File: src/rtl/scanner_link_pkg.sv
// Shared opcode constants and receiver state encoding for the scanner serial link.
// The scanner transmitter compiles against the same package.
package scanner_link_pkg;

  localparam logic [7:0] OP_READY_XFER = 8'd2;
  localparam logic [7:0] OP_START_SCAN = 8'd3;
  localparam logic [7:0] OP_BUF_FULL   = 8'd4;
  localparam logic [7:0] OP_DATA       = 8'd7;

  typedef enum logic [1:0] {
    IDLE = 2'd0,
    CMD  = 2'd1,
    DATA = 2'd2
  } rx_state_t;

endpackage

File: src/rtl/scanner_link_rx_if.sv
// Serial link pins plus the strobe bus toward the transfer controller; master = receiver side.
// Counter signals exist only when SCANNER_LINK_RX_STATS_EN is defined.
interface scanner_link_rx_if;
  logic       ser_clk;
  logic       ser_data;
  logic       cmd_valid;
  logic [7:0] cmd_code;
  logic       ready_xfer;
  logic       start_scan;
  logic       buf_full;
  logic       data_valid;
  logic [7:0] data_out;
  logic       frame_err;
  logic       busy;
`ifdef SCANNER_LINK_RX_STATS_EN
  logic [15:0] frame_cnt;
  logic [15:0] err_cnt;

  modport master (
    input  ser_clk, ser_data,
    output cmd_valid, cmd_code, ready_xfer, start_scan, buf_full,
    output data_valid, data_out, frame_err, busy, frame_cnt, err_cnt
  );
  modport slave (
    output ser_clk, ser_data,
    input  cmd_valid, cmd_code, ready_xfer, start_scan, buf_full,
    input  data_valid, data_out, frame_err, busy, frame_cnt, err_cnt
  );
`else
  modport master (
    input  ser_clk, ser_data,
    output cmd_valid, cmd_code, ready_xfer, start_scan, buf_full,
    output data_valid, data_out, frame_err, busy
  );
  modport slave (
    output ser_clk, ser_data,
    input  cmd_valid, cmd_code, ready_xfer, start_scan, buf_full,
    input  data_valid, data_out, frame_err, busy
  );
`endif
endinterface

File: src/rtl/scanner_link_sync.sv
// Two-flop synchronizers for ser_clk/ser_data plus a registered rising-edge detector.
// Edge and sampled bit appear 3 clk cycles after the pin transition.
module scanner_link_sync (
  input  logic clk,
  input  logic rst,
  input  logic i_ser_clk,
  input  logic i_ser_data,
  output logic o_edge_pulse,
  output logic o_bit_sampled
);

  logic       r_clk_meta, r_clk_sync, r_clk_d;
  logic       r_dat_meta, r_dat_sync;
  logic       r_edge, r_bit;
  logic [1:0] r_blank;

  // Edges are masked until the synchronizer holds real pin values, so a
  // ser_clk already high at reset release is not mistaken for a rising edge.
  always_ff @(posedge clk) begin
    if (rst) begin
      r_clk_meta <= 1'b0;
      r_clk_sync <= 1'b0;
      r_clk_d    <= 1'b0;
      r_dat_meta <= 1'b0;
      r_dat_sync <= 1'b0;
      r_edge     <= 1'b0;
      r_bit      <= 1'b0;
      r_blank    <= 2'd3;
    end else begin
      r_clk_meta <= i_ser_clk;
      r_clk_sync <= r_clk_meta;
      r_clk_d    <= r_clk_sync;
      r_dat_meta <= i_ser_data;
      r_dat_sync <= r_dat_meta;
      r_edge     <= r_clk_sync & ~r_clk_d & (r_blank == 2'd0);
      r_bit      <= r_dat_sync;
      if (r_blank != 2'd0) r_blank <= r_blank - 2'd1;
    end
  end

  assign o_edge_pulse  = r_edge;
  assign o_bit_sampled = r_bit;

endmodule

File: src/rtl/scanner_link_rx.sv
// Frames LSB-first bytes off the scanner link, decodes opcodes and strobes the transfer controller.
// Strobes land 4 clk after the 8th ser_clk rise; SCANNER_LINK_RX_STATS_EN adds frame/error counters.
module scanner_link_rx
  import scanner_link_pkg::*;
#(
  parameter int IDLE_TIMEOUT = 16,
  parameter int TO_W         = 5
) (
  input  logic              clk,
  input  logic              rst,
  scanner_link_rx_if.master bus
);

  logic w_edge, w_bit;

  scanner_link_sync u_sync (
    .clk          (clk),
    .rst          (rst),
    .i_ser_clk    (bus.ser_clk),
    .i_ser_data   (bus.ser_data),
    .o_edge_pulse (w_edge),
    .o_bit_sampled(w_bit)
  );

  rx_state_t       r_state, w_state_nxt;
  logic [2:0]      r_bitcnt, w_bitcnt_nxt;
  logic [7:0]      r_shreg, w_shreg_nxt, w_byte;
  logic [TO_W-1:0] r_to_cnt, w_to_cnt_nxt;
  logic            w_to_hit;
  logic [7:0]      r_cmd_code, w_cmd_code_nxt;
  logic [7:0]      r_data_out, w_data_out_nxt;
  logic            r_cmd_valid, w_cmd_valid_nxt;
  logic            r_ready_xfer, w_ready_xfer_nxt;
  logic            r_start_scan, w_start_scan_nxt;
  logic            r_buf_full, w_buf_full_nxt;
  logic            r_data_valid, w_data_valid_nxt;
  logic            r_frame_err, w_frame_err_nxt;

  always_comb begin
    w_state_nxt      = r_state;
    w_bitcnt_nxt     = r_bitcnt;
    w_shreg_nxt      = r_shreg;
    w_cmd_code_nxt   = r_cmd_code;
    w_data_out_nxt   = r_data_out;
    w_cmd_valid_nxt  = 1'b0;
    w_ready_xfer_nxt = 1'b0;
    w_start_scan_nxt = 1'b0;
    w_buf_full_nxt   = 1'b0;
    w_data_valid_nxt = 1'b0;
    w_frame_err_nxt  = 1'b0;
    w_byte           = {w_bit, r_shreg[7:1]};
    // An edge in the same cycle always beats the timeout.
    w_to_hit         = !w_edge && (r_to_cnt == TO_W'(IDLE_TIMEOUT - 1));

    if (w_edge)
      w_to_cnt_nxt = '0;
    else if (r_to_cnt != TO_W'(IDLE_TIMEOUT))
      w_to_cnt_nxt = r_to_cnt + 1'b1;
    else
      w_to_cnt_nxt = r_to_cnt;

    if (w_edge) begin
      w_shreg_nxt  = w_byte;
      w_bitcnt_nxt = r_bitcnt + 3'd1;
      unique case (r_state)
        IDLE: w_state_nxt = CMD;
        CMD: begin
          if (r_bitcnt == 3'd7) begin
            w_cmd_valid_nxt = 1'b1;
            w_cmd_code_nxt  = w_byte;
            w_state_nxt     = IDLE;
            case (w_byte)
              OP_READY_XFER: w_ready_xfer_nxt = 1'b1;
              OP_START_SCAN: w_start_scan_nxt = 1'b1;
              OP_BUF_FULL:   w_buf_full_nxt   = 1'b1;
              OP_DATA:       w_state_nxt      = DATA;
              default:       w_frame_err_nxt  = 1'b1;
            endcase
          end
        end
        DATA: begin
          if (r_bitcnt == 3'd7) begin
            w_data_valid_nxt = 1'b1;
            w_data_out_nxt   = w_byte;
            w_state_nxt      = IDLE;
          end
        end
        default: w_state_nxt = IDLE;
      endcase
    end else if (w_to_hit && (r_bitcnt != 3'd0 || r_state == DATA)) begin
      w_frame_err_nxt = 1'b1;
      w_bitcnt_nxt    = 3'd0;
      w_state_nxt     = IDLE;
    end
  end

  always_ff @(posedge clk) begin
    if (rst) begin
      r_state      <= IDLE;
      r_bitcnt     <= 3'd0;
      r_shreg      <= 8'd0;
      r_to_cnt     <= '0;
      r_cmd_code   <= 8'd0;
      r_data_out   <= 8'd0;
      r_cmd_valid  <= 1'b0;
      r_ready_xfer <= 1'b0;
      r_start_scan <= 1'b0;
      r_buf_full   <= 1'b0;
      r_data_valid <= 1'b0;
      r_frame_err  <= 1'b0;
    end else begin
      r_state      <= w_state_nxt;
      r_bitcnt     <= w_bitcnt_nxt;
      r_shreg      <= w_shreg_nxt;
      r_to_cnt     <= w_to_cnt_nxt;
      r_cmd_code   <= w_cmd_code_nxt;
      r_data_out   <= w_data_out_nxt;
      r_cmd_valid  <= w_cmd_valid_nxt;
      r_ready_xfer <= w_ready_xfer_nxt;
      r_start_scan <= w_start_scan_nxt;
      r_buf_full   <= w_buf_full_nxt;
      r_data_valid <= w_data_valid_nxt;
      r_frame_err  <= w_frame_err_nxt;
    end
  end

  assign bus.cmd_valid  = r_cmd_valid;
  assign bus.cmd_code   = r_cmd_code;
  assign bus.ready_xfer = r_ready_xfer;
  assign bus.start_scan = r_start_scan;
  assign bus.buf_full   = r_buf_full;
  assign bus.data_valid = r_data_valid;
  assign bus.data_out   = r_data_out;
  assign bus.frame_err  = r_frame_err;
  assign bus.busy       = (r_state != IDLE) || (r_bitcnt != 3'd0);

`ifdef SCANNER_LINK_RX_STATS_EN
  logic [15:0] r_frame_cnt, r_err_cnt;

  always_ff @(posedge clk) begin
    if (rst) begin
      r_frame_cnt <= 16'd0;
      r_err_cnt   <= 16'd0;
    end else begin
      if (w_cmd_valid_nxt && r_frame_cnt != 16'hFFFF) r_frame_cnt <= r_frame_cnt + 16'd1;
      if (w_frame_err_nxt && r_err_cnt != 16'hFFFF)   r_err_cnt   <= r_err_cnt + 16'd1;
    end
  end

  assign bus.frame_cnt = r_frame_cnt;
  assign bus.err_cnt   = r_err_cnt;
`endif

endmodule

File: src/flat_wrapper.sv
// flat-port wrapper written by rule: the top's interface ports become plain ports
module scanner_link_rx_flat import scanner_link_pkg::*;
#(
  parameter int IDLE_TIMEOUT = 16,
  parameter int TO_W         = 5
)
  (clk, rst, bus_ser_clk, bus_ser_data, bus_cmd_valid, bus_cmd_code, bus_ready_xfer, bus_start_scan, bus_buf_full, bus_data_valid, bus_data_out, bus_frame_err, bus_busy);
  scanner_link_rx_if bus_i ();
  input  logic clk;
  input  logic rst;
  input wire logic [$bits(bus_i.ser_clk)-1:0] bus_ser_clk;
  input wire logic [$bits(bus_i.ser_data)-1:0] bus_ser_data;
  output wire logic [$bits(bus_i.cmd_valid)-1:0] bus_cmd_valid;
  output wire logic [$bits(bus_i.cmd_code)-1:0] bus_cmd_code;
  output wire logic [$bits(bus_i.ready_xfer)-1:0] bus_ready_xfer;
  output wire logic [$bits(bus_i.start_scan)-1:0] bus_start_scan;
  output wire logic [$bits(bus_i.buf_full)-1:0] bus_buf_full;
  output wire logic [$bits(bus_i.data_valid)-1:0] bus_data_valid;
  output wire logic [$bits(bus_i.data_out)-1:0] bus_data_out;
  output wire logic [$bits(bus_i.frame_err)-1:0] bus_frame_err;
  output wire logic [$bits(bus_i.busy)-1:0] bus_busy;
  assign bus_i.ser_clk = bus_ser_clk;
  assign bus_i.ser_data = bus_ser_data;
  assign bus_cmd_valid = bus_i.cmd_valid;
  assign bus_cmd_code = bus_i.cmd_code;
  assign bus_ready_xfer = bus_i.ready_xfer;
  assign bus_start_scan = bus_i.start_scan;
  assign bus_buf_full = bus_i.buf_full;
  assign bus_data_valid = bus_i.data_valid;
  assign bus_data_out = bus_i.data_out;
  assign bus_frame_err = bus_i.frame_err;
  assign bus_busy = bus_i.busy;
  scanner_link_rx #(.IDLE_TIMEOUT(IDLE_TIMEOUT), .TO_W(TO_W)) u_core (.clk(clk), .rst(rst), .bus(bus_i));
endmodule
File: config.mk
export PLATFORM = sky130hd
export DESIGN_NAME = scanner_link_rx_flat
export DESIGN_NICKNAME = d
export VERILOG_FILES = /design/src/rtl/scanner_link_pkg.sv /design/src/rtl/scanner_link_rx_if.sv /design/src/rtl/scanner_link_sync.sv /design/src/rtl/scanner_link_rx.sv /design/src/flat_wrapper.sv
export SDC_FILE = /design/constraint.sdc
export NUM_CORES = 1
export LEC_CHECK = 0
export ABC_AREA = 1
export CORE_MARGIN = 2
export CORE_UTILIZATION = 41
export DETAILED_ROUTE_END_ITERATION = 12
export GPL_TIMING_DRIVEN = 0
export SLEW_MARGIN = 40
export SYNTH_ARGS = -nofsm -noshare
export SYNTH_HDL_FRONTEND = slang
export SYNTH_SLANG_ARGS = --single-unit
File: constraint.sdc
create_clock -name clk -period 2.6 [get_ports clk]
set_input_delay 0.52 -clock clk [delete_from_list [all_inputs] [get_ports clk]]
set_output_delay 0.52 -clock clk [all_outputs]
set_load 0.01 [all_outputs]
; ---- Yosys cells after proc, flatten, opt, wreduce, memory -nomap -nowiden
; Index checks and enable logic that the tools add are counted.
[classes]
n_addsub = 3
n_mul = 0
n_div = 0
n_lt_le_gt_ge = 0
n_eq_ne = 11
shift = 0
muxes = 17
bitwise_logic = 7
n_reduce_logical = 19
[op_table]
columns = cell, n
row1 = "equality test 8 x 2 -> 1 bit, second input constant", 2
row2 = "equality test 8 x 3 -> 1 bit, second input constant", 2
row3 = 2-to-1 mux 2 bit, 5
row4 = 2-to-1 mux 1 bit, 9
row5 = AND reduction 3 bit, 3
row6 = OR reduction 4 bit, 2
row7 = 2-to-1 mux 3 bit, 2
row8 = "!= test 3 x 2 -> 1 bit, second input constant", 2
row9 = one-hot mux 2 bit (3 select lines), 1
row10 = nonzero test 2 bit, 3
row11 = OR reduction 3 bit, 2
row12 = "adder 5 x 1 -> 5 bit, second input constant", 1
row13 = "equality test 5 x 4 -> 1 bit, second input constant", 1
row14 = "!= test 5 bit, second input constant", 1
row15 = inverter 1 bit, 5
row16 = zero test 2 bit, 2
row17 = "adder 3 x 1 -> 3 bit, second input constant", 1
row18 = "equality test 3 bit, second input constant", 1
row19 = nonzero test 3 bit, 1
row20 = AND 1 bit, 2
row21 = "equality test 2 x 1 -> 1 bit, second input constant", 1
row22 = "equality test 2 bit, second input constant", 1
row23 = logical AND 1 bit, 2
row24 = logical OR 1 bit, 2
row25 = 3 further kinds, 3
[totals]
ff_bits = 49
latchBits = 0
ram_bits = 0
romBits = 0
out_inout_bits = 23
wordCells = 77
n_memories = 0

; ---- Longest topological paths before layout
[logic_depth]
word_depth = 6
ltp_mapped = 11
depth_no_buf = 11

; ---- Hierarchy
; A second synthesis with hierarchy kept.
[unflattened]
hier_cells = 219
area_unflattened_um2 = 1849.3
[by_module_without_submodules]
columns = mod, n_inst, cells_each, area_per_inst_um2
row1 = scanner_link_rx, 1, 183, 1551.5
row2 = scanner_link_sync, 1, 36, 297.8

; ---- Worst setup path after synthesis
; Ideal clock, no wire load.
[synth_timing]
path_kind = register -> register
start = reg u_core.r_to_cnt[0]
end = reg u_core.r_state[1]
setup_time_ns = 0.115
t_arrival_ns = 1.317
required_ns = 2.485
setup_slack_ns = 1.168
stages_incl_launch_ff = 11
path_buffers = 0
cell_sequence = dfxtp_1 -> ha_1 -> nand2_1 -> nor2_1 -> ha_1 -> inv_1 -> nor2_1 -> o21ai_0 -> nand2_1 -> a21oi_1 -> nor2_1
[synth_via]
elab_chain_cells = 5
[synth_rtl]
columns = item, line
row1 = "start, declared", scanner_link_rx.sv:28  ; logic [TO_W-1:0] r_to_cnt, w_to_cnt_nxt;
row2 = "start signal, assigned", scanner_link_rx.sv:115  ; r_to_cnt <= w_to_cnt_nxt;
row3 = equality test 5 x 4 -> 1 bit, scanner_link_rx.sv:53  ; w_to_hit = !w_edge && (r_to_cnt == TO_W'(IDLE_TIMEOUT - 1));
row4 = logical AND 1 bit, scanner_link_rx.sv:53
row5 = logical AND 1 bit, scanner_link_rx.sv:90  ; end else if (w_to_hit && (r_bitcnt != 3'd0 || r_state == DATA)) begin
row6 = nonzero test 2 bit (no source line), n/a
row7 = AND reduction 3 bit (no source line), n/a
row8 = "end signal, assigned", scanner_link_rx.sv:112  ; r_state <= w_state_nxt;
row9 = "end, declared", scanner_link_rx.sv:25  ; rx_state_t r_state, w_state_nxt;
; Every way passes these cells.
; A chain may end at the register's enable or synchronous reset.

; ---- Worst setup path in the final report
[layout_timing]
start = reg u_core.r_bitcnt[0]
end = out bus_busy
[layout_via]
elab_chain_cells = 2
[layout_rtl]
columns = item, line
row1 = "start, declared", scanner_link_rx.sv:26  ; logic [2:0] r_bitcnt, w_bitcnt_nxt;
row2 = "start signal, assigned", scanner_link_rx.sv:113  ; r_bitcnt <= w_bitcnt_nxt;
row3 = nonzero test 3 bit, scanner_link_rx.sv:135  ; assign bus.busy = (r_state != IDLE) || (r_bitcnt != 3'd0);
row4 = logical OR 1 bit, scanner_link_rx.sv:135
row5 = "end, declared", flat_wrapper.sv:21  ; output wire logic [$bits(bus_i.busy)-1:0] bus_busy;
; Every way passes these cells.

==> metrics.txt <==
Tot GR Track Use about 15%; PwrDens between 500 and 600 mW/mm^2; total setup buffers inserted after CTS 0; r2r setup slk approximately 0.94 ns; Fin. Hold Viols 0; worst endpoint required time 2.08 ns; Int Pwr 985 uW; final worst setup slack around 0.53 ns; met1 GRT Util between 10% and 20%; most common cell after layout, fill and taps aside dfxtp_1; top cell family by delay on the critical path buffers and inverters; Root Buffer clkbuf_8; CP Launch Type flip-flop; number of routed nets with antenna violations 0; Hold Path Cell Cnt 1; Layout Cells excl Fill just over 300; final slew viol count 0; H-tree depth 2; NumNets Final roughly 270; cts repair resizes 0; Placer Congestion around 0.79; cts hold-fix bufs 0; Vias/cell between 4 and 5; launch point of the worst reg-to-reg path u_core.r_to_cnt[0]$_SDFFE_PP0P_; Area contributors post-synth dfxtp_1, inv_1, a21oi_1, o21ai_0, nor2_1; pin count of the biggest net entering global routing 15; CTS buffer count 5; switching share of power between 20 and 25%; core area 0.00435 mm^2; area grow syn2layout 22.1%; Synth top area share between 50% and 60%; synthesized cell area about 0.0019 mm^2; CP max stage delay 0.53 ns; unrepaired setup endpoints after global routing no; routed length per instance 11.1 um; area of the die approximately 0.0051 mm^2; Switch Pwr about 280 uW; syn avg cell area 8.27 um^2; number of DRC markers in iteration 0 96; post-synthesis cell count 224; worst-margin pin slew 0.513 ns; Seq/Total Area, Yosys roughly 52%; Initial DRT Pass Iterations 5; Die Width about 70 um; flip-flop and latch count after synthesis 48; skew final around 0.0049 ns; met3 usage under 10%; CTS tree done; busiest grt layer met2; initial antenna violation count 0; global route overflow 0; WS Path Type flip-flop to primary output; R2R cell count 11; top cell type by total area after synthesis dfxtp_1; critical path launch point u_core.r_bitcnt[0]$_SDFFE_PP0P_; Leak Pwr 0.000893 uW; Peak supply drop 0.430 mV; syn nets roughly 240; buffers plus inverters on the worst setup path 2; Worst-Skew Late Latency about 0.3 ns; endpoints failing setup 0; IO Pins 27; synth warn 0; # port buffers 25; cell-by-cell trace of the critical path inv_1 > ha_1 > nand3_1 > clkdlybuf4s50_1; Initial Util a little over two fifths; vias in the first global route approximately 1.4k; reg-to-reg endpoint u_core.r_state[1]$_SDFFE_PP0P_; Clk pwr share between 30% and 40%; worst hold path class flip-flop to flip-flop; Reg power frac between 50% and 60%; Critical Path AT 1.55 ns; num rows 24; MaxCap Viol Count 0; Reg clk slew, reported paths 0.08 ns; status finished, final reports clean; Inst Count DP roughly 300; most frequent cells in the layout dfxtp_1, inv_1, nor2_1, clkdlybuf4s50_1, a21oi_1; Clock Sinks 48; clock buffer depth 2; GRT met2 Usage between 20% and 30%; fin util 52.0%; crit-path max FO 4; pre-CTS setup slack between 0.8 and 0.9 ns; drt drc 0; CP endpoint kind primary output; Tcrit/Tclk final a little under 80%; worst hold slack between 0.3 and 0.4 ns; routed vias 1,457; Die Height between 70 and 80 um; share of layout cells above drive strength 1 under 10%; first-pass GRT wire length approximately 6.0 mm; Max transition margin between 60% and 70%; CP max-delay cell clkdlybuf4s50_1; Inserted Diodes 0; final setup TNS 0 ns; Final HPWL DP 2.55 mm; post-synth cell types 27; fillers between 400 and 500; fmax 484 MHz; min cycle time layout ~2.1 ns; final WL 3.43 mm; HP Start u_core.u_sync.r_clk_d$_SDFF_PP0_; Comb pwr share under 10%; WHS Endpoint u_core.u_sync.o_edge_pulse$_SDFF_PP0_
[cells in the mapped netlist]
master / n
a21oi_1: 22
a21oi_2: 2
buf_2: 1
buf_6: 1
clkbuf_1: 1
clkbuf_2: 2
clkinv_4: 1
dfxtp_1: 48
ha_1: 7
inv_1: 40
inv_2: 2
nand2_1: 21
nand2_2: 1
nand2_4: 1
nand3_1: 9
nand3_2: 1
nor2_1: 25
nor2_2: 1
nor2_4: 2
nor3_1: 1
nor4_1: 2
nor4b_1: 1
o21ai_0: 21
o21ai_1: 1
o21ai_2: 2
o22ai_1: 7
xor2_1: 1
[worst register-to-register path, cell delays in order, from the launching register on]
cell,delay [ns]
dfxtp_1,0.41
ha_1,0.19
nand2_1,0.06
nor2_1,0.11
ha_1,0.16
inv_1,0.05
nor2_1,0.08
o21ai_0,0.14
nand2_1,0.17
nand3_1,0.09
nand2_1,0.06
nor2_1,0.04
[per-stage QoR]
step / cell area (um^2) / power, uW
after floorplan: 1850 / 811
after detailed placement: 2170 / 828
final: 2260 / 1270
after global placement: 2170 / 825
after global routing: 2260 / 1320
after CTS: 2260 / 1280
[layer usage]
layer  share of wire (%)  vias to the layer above  routed length, um
li1                    -                      780                  -
met1                  49                      640               1670
met2                  45                       31               1530
met3                 4.7                        6                160
met4                 2.0                        0                 70
met5                   0                        -                  0
[cell families (layout without fill, tap and decap cells)]
logic type,count (synthesis),count (layout),share of synthesized area [%]
AO/OA/AOI/OAI,55,55,16.1
XOR/XNOR,1,1,0.473
adder cells (fa/ha/maj),7,7,4.73
buffers and inverters,48,81,10.6
flip-flops,48,48,51.9
AND/OR/NAND/NOR,65,65,16.2
[final cells by class]
class / instances / area [um^2] / share of cell area, %
clock buffer: 7 / 86.3 / 3.82
tap: 52 / 65.1 / 2.88
clock inverter: 1 / 7.51 / 0.332
multi-input combinational: 128 / 696 / 30.8
inverter: 43 / 166 / 7.36
sequential: 48 / 961 / 42.5
timing repair buffer: 25 / 250 / 11.1
buffer: 5 / 30.0 / 1.33
[power by group through the flow]
stage          clock (uW)  sequential (uW)  combinational [uW]
3_5_place_dp            0              776                52.2
3_3_place_gp            0              775                49.7
6_report              457              758                51.2
4_1_cts               474              758                52.5
5_1_grt               496              760                60.4
2_1_floorplan           0              774                36.9
[worst max path at each step]
stage / end / slack [ns] / cells past startpoint
detailed placement: bus_busy / 0.85 / 4
CTS: bus_busy / 0.51 / 4
floorplan: u_core.r_state[1]$_SDFFE_PP0P_ / 1.17 / 10
finish: bus_busy / 0.53 / 4
global placement: bus_busy / 0.86 / 4
global route: bus_busy / 0.46 / 4
[flip-flops by register name (all words and copies together), names as in the netlist]
| name | cells |
|---|---|
| u_core.bus.data_out | 8 |
| u_core.r_to_cnt | 5 |
| u_core.u_sync.r_clk_meta | 1 |
| u_core.r_shreg | 7 |
| u_core.u_sync.r_blank | 2 |
| u_core.r_state | 2 |
| u_core.bus.cmd_valid | 1 |
| u_core.bus.ready_xfer | 1 |
| u_core.u_sync.r_clk_d | 1 |
| u_core.bus.cmd_code | 8 |
| u_core.u_sync.r_dat_sync | 1 |
| u_core.bus.buf_full | 1 |
| u_core.bus.start_scan | 1 |
| u_core.u_sync.r_dat_meta | 1 |
| u_core.r_bitcnt | 3 |
| u_core.u_sync.o_bit_sampled | 1 |
| u_core.bus.frame_err | 1 |
| u_core.bus.data_valid | 1 |
| u_core.u_sync.r_clk_sync | 1 |
| u_core.u_sync.o_edge_pulse | 1 |
No activity file was read; power rests on OpenSTA's default activity.
